[src/rtl/reg_dump_streamer_if.sv]
// Character stream between the register-dump streamer and the VGA character
// renderer. One character moves per cycle in which charValid && charReady.
//   charValid    : charCode/charRegIndex/charPos are valid (master -> slave)
//   charReady    : renderer accepts the current character  (slave -> master)
//   charCode     : ASCII code of the current character
//   charRegIndex : register the character belongs to (separator: preceding register)
//   charPos      : 0-based ordinal of the character within the dump
interface reg_dump_streamer_if;
  logic       charValid;
  logic       charReady;
  logic [7:0] charCode;
  logic [3:0] charRegIndex;
  logic [5:0] charPos;

  modport master (
    output charValid,
    output charCode,
    output charRegIndex,
    output charPos,
    input  charReady
  );

  modport slave (
    input  charValid,
    input  charCode,
    input  charRegIndex,
    input  charPos,
    output charReady
  );
endinterface

[src/rtl/reg_dump_streamer.sv]
// Snapshots the register file's VGA debug bus on a start pulse and streams it
// to the character renderer as uppercase hex digits, four per register, with
// SEP_CHAR between registers (none after the last one).
// Ports:
//   clk          : system clock, all state changes on posedge
//   rst          : asynchronous active-low reset
//   start        : request a dump, honoured only while idle
//   registersVGA : NUM_REGS x 16-bit bus, register 0 in the top 16 bits
//   busy         : high while characters are being streamed
//   done         : one-cycle pulse after the last character is accepted
//   chr          : character stream (master side)
module reg_dump_streamer #(
  parameter int unsigned NUM_REGS = 11,
  parameter logic [7:0]  SEP_CHAR = 8'h20
) (
  input  logic                     clk,
  input  logic                     rst,
  input  logic                     start,
  input  logic [NUM_REGS*16-1:0]   registersVGA,
  output logic                     busy,
  output logic                     done,
  reg_dump_streamer_if.master      chr
);

  typedef enum logic [1:0] {IDLE, SEND, DONE} state_e;

  localparam logic [3:0] LAST_REG = 4'(NUM_REGS - 1);

  state_e                   state_q,   state_d;
  logic [3:0]               regIdx_q,  regIdx_d;
  logic [2:0]               nibIdx_q,  nibIdx_d;
  logic [5:0]               charPos_q, charPos_d;
  logic [NUM_REGS*16-1:0]   shadow_q,  shadow_d;

  logic [15:0] word;
  logic [3:0]  nib;
  logic [7:0]  hexCode;

  // Select the snapshot word of the current register (register 0 is MSB-most).
  always_comb begin
    word = '0;
    for (int unsigned i = 0; i < NUM_REGS; i++) begin
      if (regIdx_q == 4'(i)) begin
        word = shadow_q[(NUM_REGS-1-i)*16 +: 16];
      end
    end
  end

  always_comb begin
    nib = '0;
    case (nibIdx_q)
      3'd0:    nib = word[15:12];
      3'd1:    nib = word[11:8];
      3'd2:    nib = word[7:4];
      3'd3:    nib = word[3:0];
      default: nib = '0;
    endcase
    // 8'h37 + 10 = 'A'
    hexCode = (nib < 4'd10) ? (8'h30 + {4'h0, nib}) : (8'h37 + {4'h0, nib});
  end

  always_comb begin
    state_d          = state_q;
    regIdx_d         = regIdx_q;
    nibIdx_d         = nibIdx_q;
    charPos_d        = charPos_q;
    shadow_d         = shadow_q;
    chr.charValid    = 1'b0;
    chr.charCode     = '0;
    chr.charRegIndex = '0;
    chr.charPos      = '0;
    busy             = 1'b0;
    done             = 1'b0;

    case (state_q)
      IDLE: begin
        if (start) begin
          shadow_d  = registersVGA;
          regIdx_d  = '0;
          nibIdx_d  = '0;
          charPos_d = '0;
          state_d   = SEND;
        end
      end

      SEND: begin
        chr.charValid    = 1'b1;
        busy             = 1'b1;
        chr.charCode     = (nibIdx_q == 3'd4) ? SEP_CHAR : hexCode;
        chr.charRegIndex = regIdx_q;
        chr.charPos      = charPos_q;
        if (chr.charReady) begin
          charPos_d = charPos_q + 6'd1;
          if (nibIdx_q < 3'd3) begin
            nibIdx_d = nibIdx_q + 3'd1;
          end else if (nibIdx_q == 3'd3) begin
            // Last digit of the last register ends the dump: no trailing separator.
            if (regIdx_q == LAST_REG) begin
              state_d = DONE;
            end else begin
              nibIdx_d = 3'd4;
            end
          end else begin
            nibIdx_d = '0;
            regIdx_d = regIdx_q + 4'd1;
          end
        end
      end

      DONE: begin
        done    = 1'b1;
        state_d = IDLE;
      end

      default: state_d = IDLE;
    endcase
  end

  always_ff @(posedge clk or negedge rst) begin
    if (!rst) begin
      state_q   <= IDLE;
      regIdx_q  <= '0;
      nibIdx_q  <= '0;
      charPos_q <= '0;
      shadow_q  <= '0;
    end else begin
      state_q   <= state_d;
      regIdx_q  <= regIdx_d;
      nibIdx_q  <= nibIdx_d;
      charPos_q <= charPos_d;
      shadow_q  <= shadow_d;
    end
  end

endmodule

[src/flat_wrapper.sv]
// flat-port wrapper written by rule: the top's interface ports become plain ports
module reg_dump_streamer_flat 
#(
  parameter int unsigned NUM_REGS = 11,
  parameter logic [7:0]  SEP_CHAR = 8'h20
)
  (clk, rst, start, registersVGA, busy, done, chr_charValid, chr_charCode, chr_charRegIndex, chr_charPos, chr_charReady);
  reg_dump_streamer_if chr_i ();
  input  logic clk;
  input  logic rst;
  input  logic start;
  input  logic [NUM_REGS*16-1:0] registersVGA;
  output logic busy;
  output logic done;
  output wire logic [$bits(chr_i.charValid)-1:0] chr_charValid;
  output wire logic [$bits(chr_i.charCode)-1:0] chr_charCode;
  output wire logic [$bits(chr_i.charRegIndex)-1:0] chr_charRegIndex;
  output wire logic [$bits(chr_i.charPos)-1:0] chr_charPos;
  input wire logic [$bits(chr_i.charReady)-1:0] chr_charReady;
  assign chr_charValid = chr_i.charValid;
  assign chr_charCode = chr_i.charCode;
  assign chr_charRegIndex = chr_i.charRegIndex;
  assign chr_charPos = chr_i.charPos;
  assign chr_i.charReady = chr_charReady;
  reg_dump_streamer #(.NUM_REGS(NUM_REGS), .SEP_CHAR(SEP_CHAR)) u_core (.clk(clk), .rst(rst), .start(start), .registersVGA(registersVGA), .busy(busy), .done(done), .chr(chr_i));
endmodule
[config.mk]
export PLATFORM = sky130hd
export DESIGN_NAME = reg_dump_streamer_flat
export DESIGN_NICKNAME = d
export VERILOG_FILES = /design/src/rtl/reg_dump_streamer_if.sv /design/src/rtl/reg_dump_streamer.sv /design/src/flat_wrapper.sv
export SDC_FILE = /design/constraint.sdc
export NUM_CORES = 1
export LEC_CHECK = 0
export CELL_PAD_IN_SITES_DETAIL_PLACEMENT = 1
export CELL_PAD_IN_SITES_GLOBAL_PLACEMENT = 1
export CORE_ASPECT_RATIO = 1.2
export CORE_UTILIZATION = 40
export DETAILED_ROUTE_END_ITERATION = 8
export GPL_TIMING_DRIVEN = 0
export HOLD_SLACK_MARGIN = 0.1
export PLACE_DENSITY_LB_ADDON = 0.1
export SLEW_MARGIN = 20
export SYNTH_ARGS = -nofsm -noshare
export SYNTH_HDL_FRONTEND = slang
export SYNTH_SLANG_ARGS = --single-unit
[constraint.sdc]
create_clock -name clk -period 4.21 [get_ports clk]
set_input_delay 0.842 -clock clk [delete_from_list [all_inputs] [get_ports clk]]
set_output_delay 0.842 -clock clk [all_outputs]
set_load 0.05 [all_outputs]
Word level (Yosys, flattened, before mapping):

Cells that the tools add are included.

* mux-type cells: 39
* equal/unequal tests: 23
* reductions and logical operators: 9
* magnitude comparators: 2
* add/sub/neg operators: 5

Operator list (number)
* $mux W16: 11
* $mux W8: 3
* $mux W4: 5
* $mux W6: 3
* $eq A4 B3 Y1 const B: 4
* $pmux W4 S4: 1
* $mux W3: 5
* $add A6 B4 Y7 const A: 2
* $eq A4 B4 Y1 const B: 3
* $pmux W6 S2: 1
* $mux W2: 5
* $reduce_and A5 Y1: 2
* $eq A4 B2 Y1 const B: 2
* $ne A2 B2 Y1 const B: 4
* $pmux W4 S2: 1
* $add A6 B1 Y6 const B: 1
* $eq A3 B2 Y1 const B: 2
* $pmux W3 S2: 1
* $add A4 B1 Y4 const B: 1
* $eq A4 B1 Y1 const B: 1
* $logic_not A4 Y1: 1
* $lt A4 B4 Y1 const B: 1
* $ne A2 B1 Y1 const B: 2
* $ne A4 B4 Y1 const B: 1
* 14 further kinds: 15

* register bits after elaboration: 191
* bits of input ports: 180
* logic and storage cells: 83

Longest topological paths before layout:

* depth in word-level cells: 17
* gate-level depth with buffers: 18

Worst setup path after synthesis:

Ideal clock, no wire load.

* path type: flip-flop to output port
* start point: register u_core.regIdx_q[0]
* end point: output port chr_charCode[3]
* cell stages (with the launch flop): 10
* path buffers: 2
* data required time: 3.368 ns
* slack: -0.391 ns
* data arrival time: 3.759 ns
* path through: dfrtp_1 inv_1 ha_1 buf_2 nor2_1 clkbuf_1 a21oi_1 o311a_1 or4_4 nor4_1

* word-level cells in the longest chain between the ends: 17
* elaborated cells between the ends (all ways): 29
* those cells by class: add/sub: 2; order compare: 1; eq/ne: 10; mux: 15; reduce/logical: 1

RTL lines
* start, declared: line reg_dump_streamer.sv:30 `logic [3:0] regIdx_q, regIdx_d;`
* start signal, assigned: line reg_dump_streamer.sv:128 `regIdx_q <= regIdx_d;`
* $logic_not A4 Y1: line reg_dump_streamer.sv:43 `if (regIdx_q == 4'(i)) begin`
* $mux W16 (10 in a row): line reg_dump_streamer.sv:43
* $mux W16 (*): line reg_dump_streamer.sv:43
* $pmux W4 S4 (*): line reg_dump_streamer.sv:51 `case (nibIdx_q)`
* $add A6 B4 Y7 / $lt A4 B4 Y1 (equally long branches): line reg_dump_streamer.sv:59 `hexCode = (nib < 4'd10) ? (8'h30 + {4'h0, nib}) : (8'h37 + {4'h0, nib});`
* $mux W8 (*): line reg_dump_streamer.sv:59
* $mux W8 (*): line reg_dump_streamer.sv:89 `chr.charCode = (nibIdx_q == 3'd4) ? SEP_CHAR : hexCode;`
* $mux W8 (*): line reg_dump_streamer.sv:75 `case (state_q)`
* end, declared: line flat_wrapper.sv:16 `output wire logic [$bits(chr_i.charCode)-1:0] chr_charCode;`

Every way passes the cells marked *; elsewhere a longest branch is shown, timed or not.

Worst setup path after layout:

* start point: register u_core.regIdx_q[0]
* end point: output port chr_charCode[2]

The elaborated chain is that of the path after synthesis.

==> results.md <==
* Count of final hold-check violations at 0
* Req. time, crit path at 3.37 ns
* Pre-antenna DRT Iters at 5
* Root Driver: clkbuf_16
* Sequential area share after synthesis at 49.7%
* Final instance area at 13700 µm²
* Synth async-reset ratio at 100%
* Tot Pwr at 9.02 mW
* Via/cell ratio at 5.67
* FMAX at 213 MHz
* Fillers at 2486
* Commonest non-fill, non-tap cell in the layout: clkdlybuf4s50_1
* Routed vias at 8329
* Worst-path clk slew at 0.08 ns
* Critical-path cell list: inv_4 > ha_4 > buf_6 > buf_8 > buf_12 > buf_8 > buf_12 > a21oi_2 > o21ai_1 > a31oi_2 > o22ai_2 > a21oi_2 > nand3_2 > inv_2 > ha_4 > inv_4 > or4_4 > a21oi_4 > buf_6
* Min Tclk post-route at 4.69 ns
* Die Height at 172 µm
* Critical Path AT at 3.84 ns
* Core area at 23400 µm²
* Crit path max-delay family: buffers and inverters
* Cells after Synth at 876
* Clock skew at 0.0151 ns
* Initial antenna violation count at 1
* Layout overhead on the synthesized area at 42.7%
* Cell taking the most area after synthesis: dfrtp_1
* Least-Margin Pin Slew at 1.02 ns
* RSZ-0062 raised after global routing: true
* Nets at 1333
* Main synth FF type: dfrtp_1
* Starting Density at 41.2%
* Remaining Overflow, GRT at 0
* Num ports at 201
* Nature of the critical path startpoint: flop
* Post-synthesis cell area at 9620 µm²
* Clock insertion delay at the later pin of the skew report at 0.45 ns
* DRC viols at 0
* CTS Hold Buffers Added at 0
* Distinct cell type count of the synthesized netlist at 61
* Syn_nets at 1067
* Worst vdd ir at 0.309 mV
* Overall Global Routing Usage at 29.2%
* Max cap viols at 0
* Lkg Pwr at 5.66 nW
* ANT nets after route at 0
* Seq cells post-synth at 191
* Crit share post-route at 111%
* Power per cell area at 657 nW/µm²
* R2R depth at 5
* Inserted Clock Buffers at 17
* # rows at 61
* Max incr delay on CP at 0.53 ns
* Post-route setup slack at -0.477 ns
* CP bufs+invs at 9
* Share of cells above drive strength 1 at 33.2%
* Vias in the first global route at 8794
* Violated checks: negative setup slack
* Clock buffer depth at 2
* Largest net degree at the start of global routing at 94
* PortBufs at 199
* Per-cell routed wire length at 23.9 µm
* Levels on crit path at 19
* CP Class: flop to output port
* Top post-synthesis cells by area: dfrtp_1 (50%), mux2_2 (19%), a21oi_1 (3.6%), nand2_1 (2.9%), o21ai_0 (2.4%)
* Die width at 144 µm
* Status: complete, but fails checks
* Min-delay worst type: input port to asynchronous set/reset pin
* Ant. Diodes at 0
* Sink Count at 191
* Endpoints failing setup at 7
* Total die area at 24700 µm²
* Mapped Avg Cell Area at 11.0 µm²
* Placed Instance Area at 12100 µm²
* YS warnings at 0
* Global-route wire length before repair at 52300 µm
* TritonCTS clock tree: done
* Final GP Congestion at 0.898
* Top cell type's share of synthesized area at 49.7%
* CP max stage cell: or4_4
* Final Max Slew Viols at 0
* Max FO, Critical Path at 10
* Placed wire-length estimate at 24900 µm
* Commonest non-fill, non-tap cells in the layout: clkdlybuf4s50_1 (191), dfrtp_1 (188), mux2_2 (162), nand2_1 (72), buf_4 (60)
* Number of synthesized flops with an enable pin at 0
* DRT iter0 DRCs at 481
* Total Wirelength at 35200 µm
* Worst slew margin at 31.8%
* H-tree depth at 4
* Crit end category: output port
-- final timing paths --
check                                   start                   to  slack (ns)
setup reg to reg            u_core.state_q[0]  u_core.shadow_q[35]        1.38
hold reg to reg             u_core.state_q[1]    u_core.state_q[0]        0.48
min in group clk            u_core.state_q[1]    u_core.state_q[0]        0.48
setup / recovery           u_core.regIdx_q[0]      chr_charCode[2]       -0.48
hold / removal                            rst  u_core.charPos_q[2]        0.26
max in group asynchronous                 rst   u_core.regIdx_q[1]        2.80
-- layer usage --
metal  vias to the layer above  routed length [µm]  global-route usage, %
met1                      4262               14900                   37.4
met4                         2                1240                   12.2
met5                         -                  15                      0
met2                       305               17100                   48.8
li1                       3683                   -                      -
met3                        77                1830                   4.90
-- sequential cells by signal, summed over array words and instances, names as in the netlist --
name,cells
u_core.charPos_q,6
u_core.state_q,2
u_core.regIdx_q,4
u_core.nibIdx_q,3
u_core.shadow_q,176
-- cells in the mapped netlist (10+ instances only) --
master	count
dfrtp_1	191
mux2_2	162
nand2_1	74
a21oi_1	70
o21ai_0	46
nor2_1	39
inv_1	29
clkbuf_1	27
buf_2	22
a221oi_1	16
nand2b_1	12
ha_1	11
a211oi_1	10
nor2b_1	10
-- per-stage QoR --
step	utilization (%)	hold WS (ns)	std cells	TNS (ns)	worst slack (ns)
detailed placement	51.8	0.468	1392	-7.83	-1.40
CTS	57.3	0.273	1455	-0.886	-0.454
global placement	51.5	0.443	1390	-1153.01	-6.02
floorplan	-	0.432	876	-0.490	-0.386
finish	58.8	0.260	1470	-2.20	-0.477
global route	58.8	0.279	1470	-2.95	-0.552
-- final cells by class --
class                   instances  area, µm²  share of cell area, %
multi-input cells             589       4900                   35.7
flip-flops and latches        191       4780                   34.8
repair buffers                248       2420                   17.6
plain buffers                  64        533                   3.88
clock buffers                  19        433                   3.15
well taps                     315        394                   2.87
clock inverters                13        144                   1.05
inverters                      31        126                  0.921
-- worst register-to-register path, stage by stage (launching register included) --
cell and delay, ns:
dfrtp_1 0.42, nor3b_1 0.21, clkbuf_1 0.31, clkbuf_1 0.54, buf_1 0.83, mux2_2 0.42
-- where the power goes --
group	internal [mW]	leakage, nW	switching (mW)
combinational	2.22	3.02	2.89
sequential	2.09	2.35	0.216
clock	0.795	0.281	0.816
-- logic make-up (layout without fill, tap and decap cells) --
| family | Yosys count | after routing | share of synthesized area [%] |
|---|---|---|---|
| flip-flops | 191 | 191 | 49.7 |
| multiplexers | 165 | 165 | 19.3 |
| other | 1 | 1 | 0.0390 |
| buffers and inverters | 96 | 375 | 4.62 |
| AO/OA/AOI/OAI | 221 | 221 | 15.0 |
| AND/OR/NAND/NOR | 187 | 187 | 9.60 |
| XOR/XNOR | 4 | 4 | 0.364 |
| adder cells (fa/ha/maj) | 11 | 11 | 1.43 |
-- repair_timing --
item / CTS / global route
pin swaps: 26 / 35
setup buffers: 31 / 16
gates cloned: 0 / 0
gates resized for setup: 178 / 56
endpoints found under the setup margin: 7 / 7
Power figures use the tool's default switching activity.
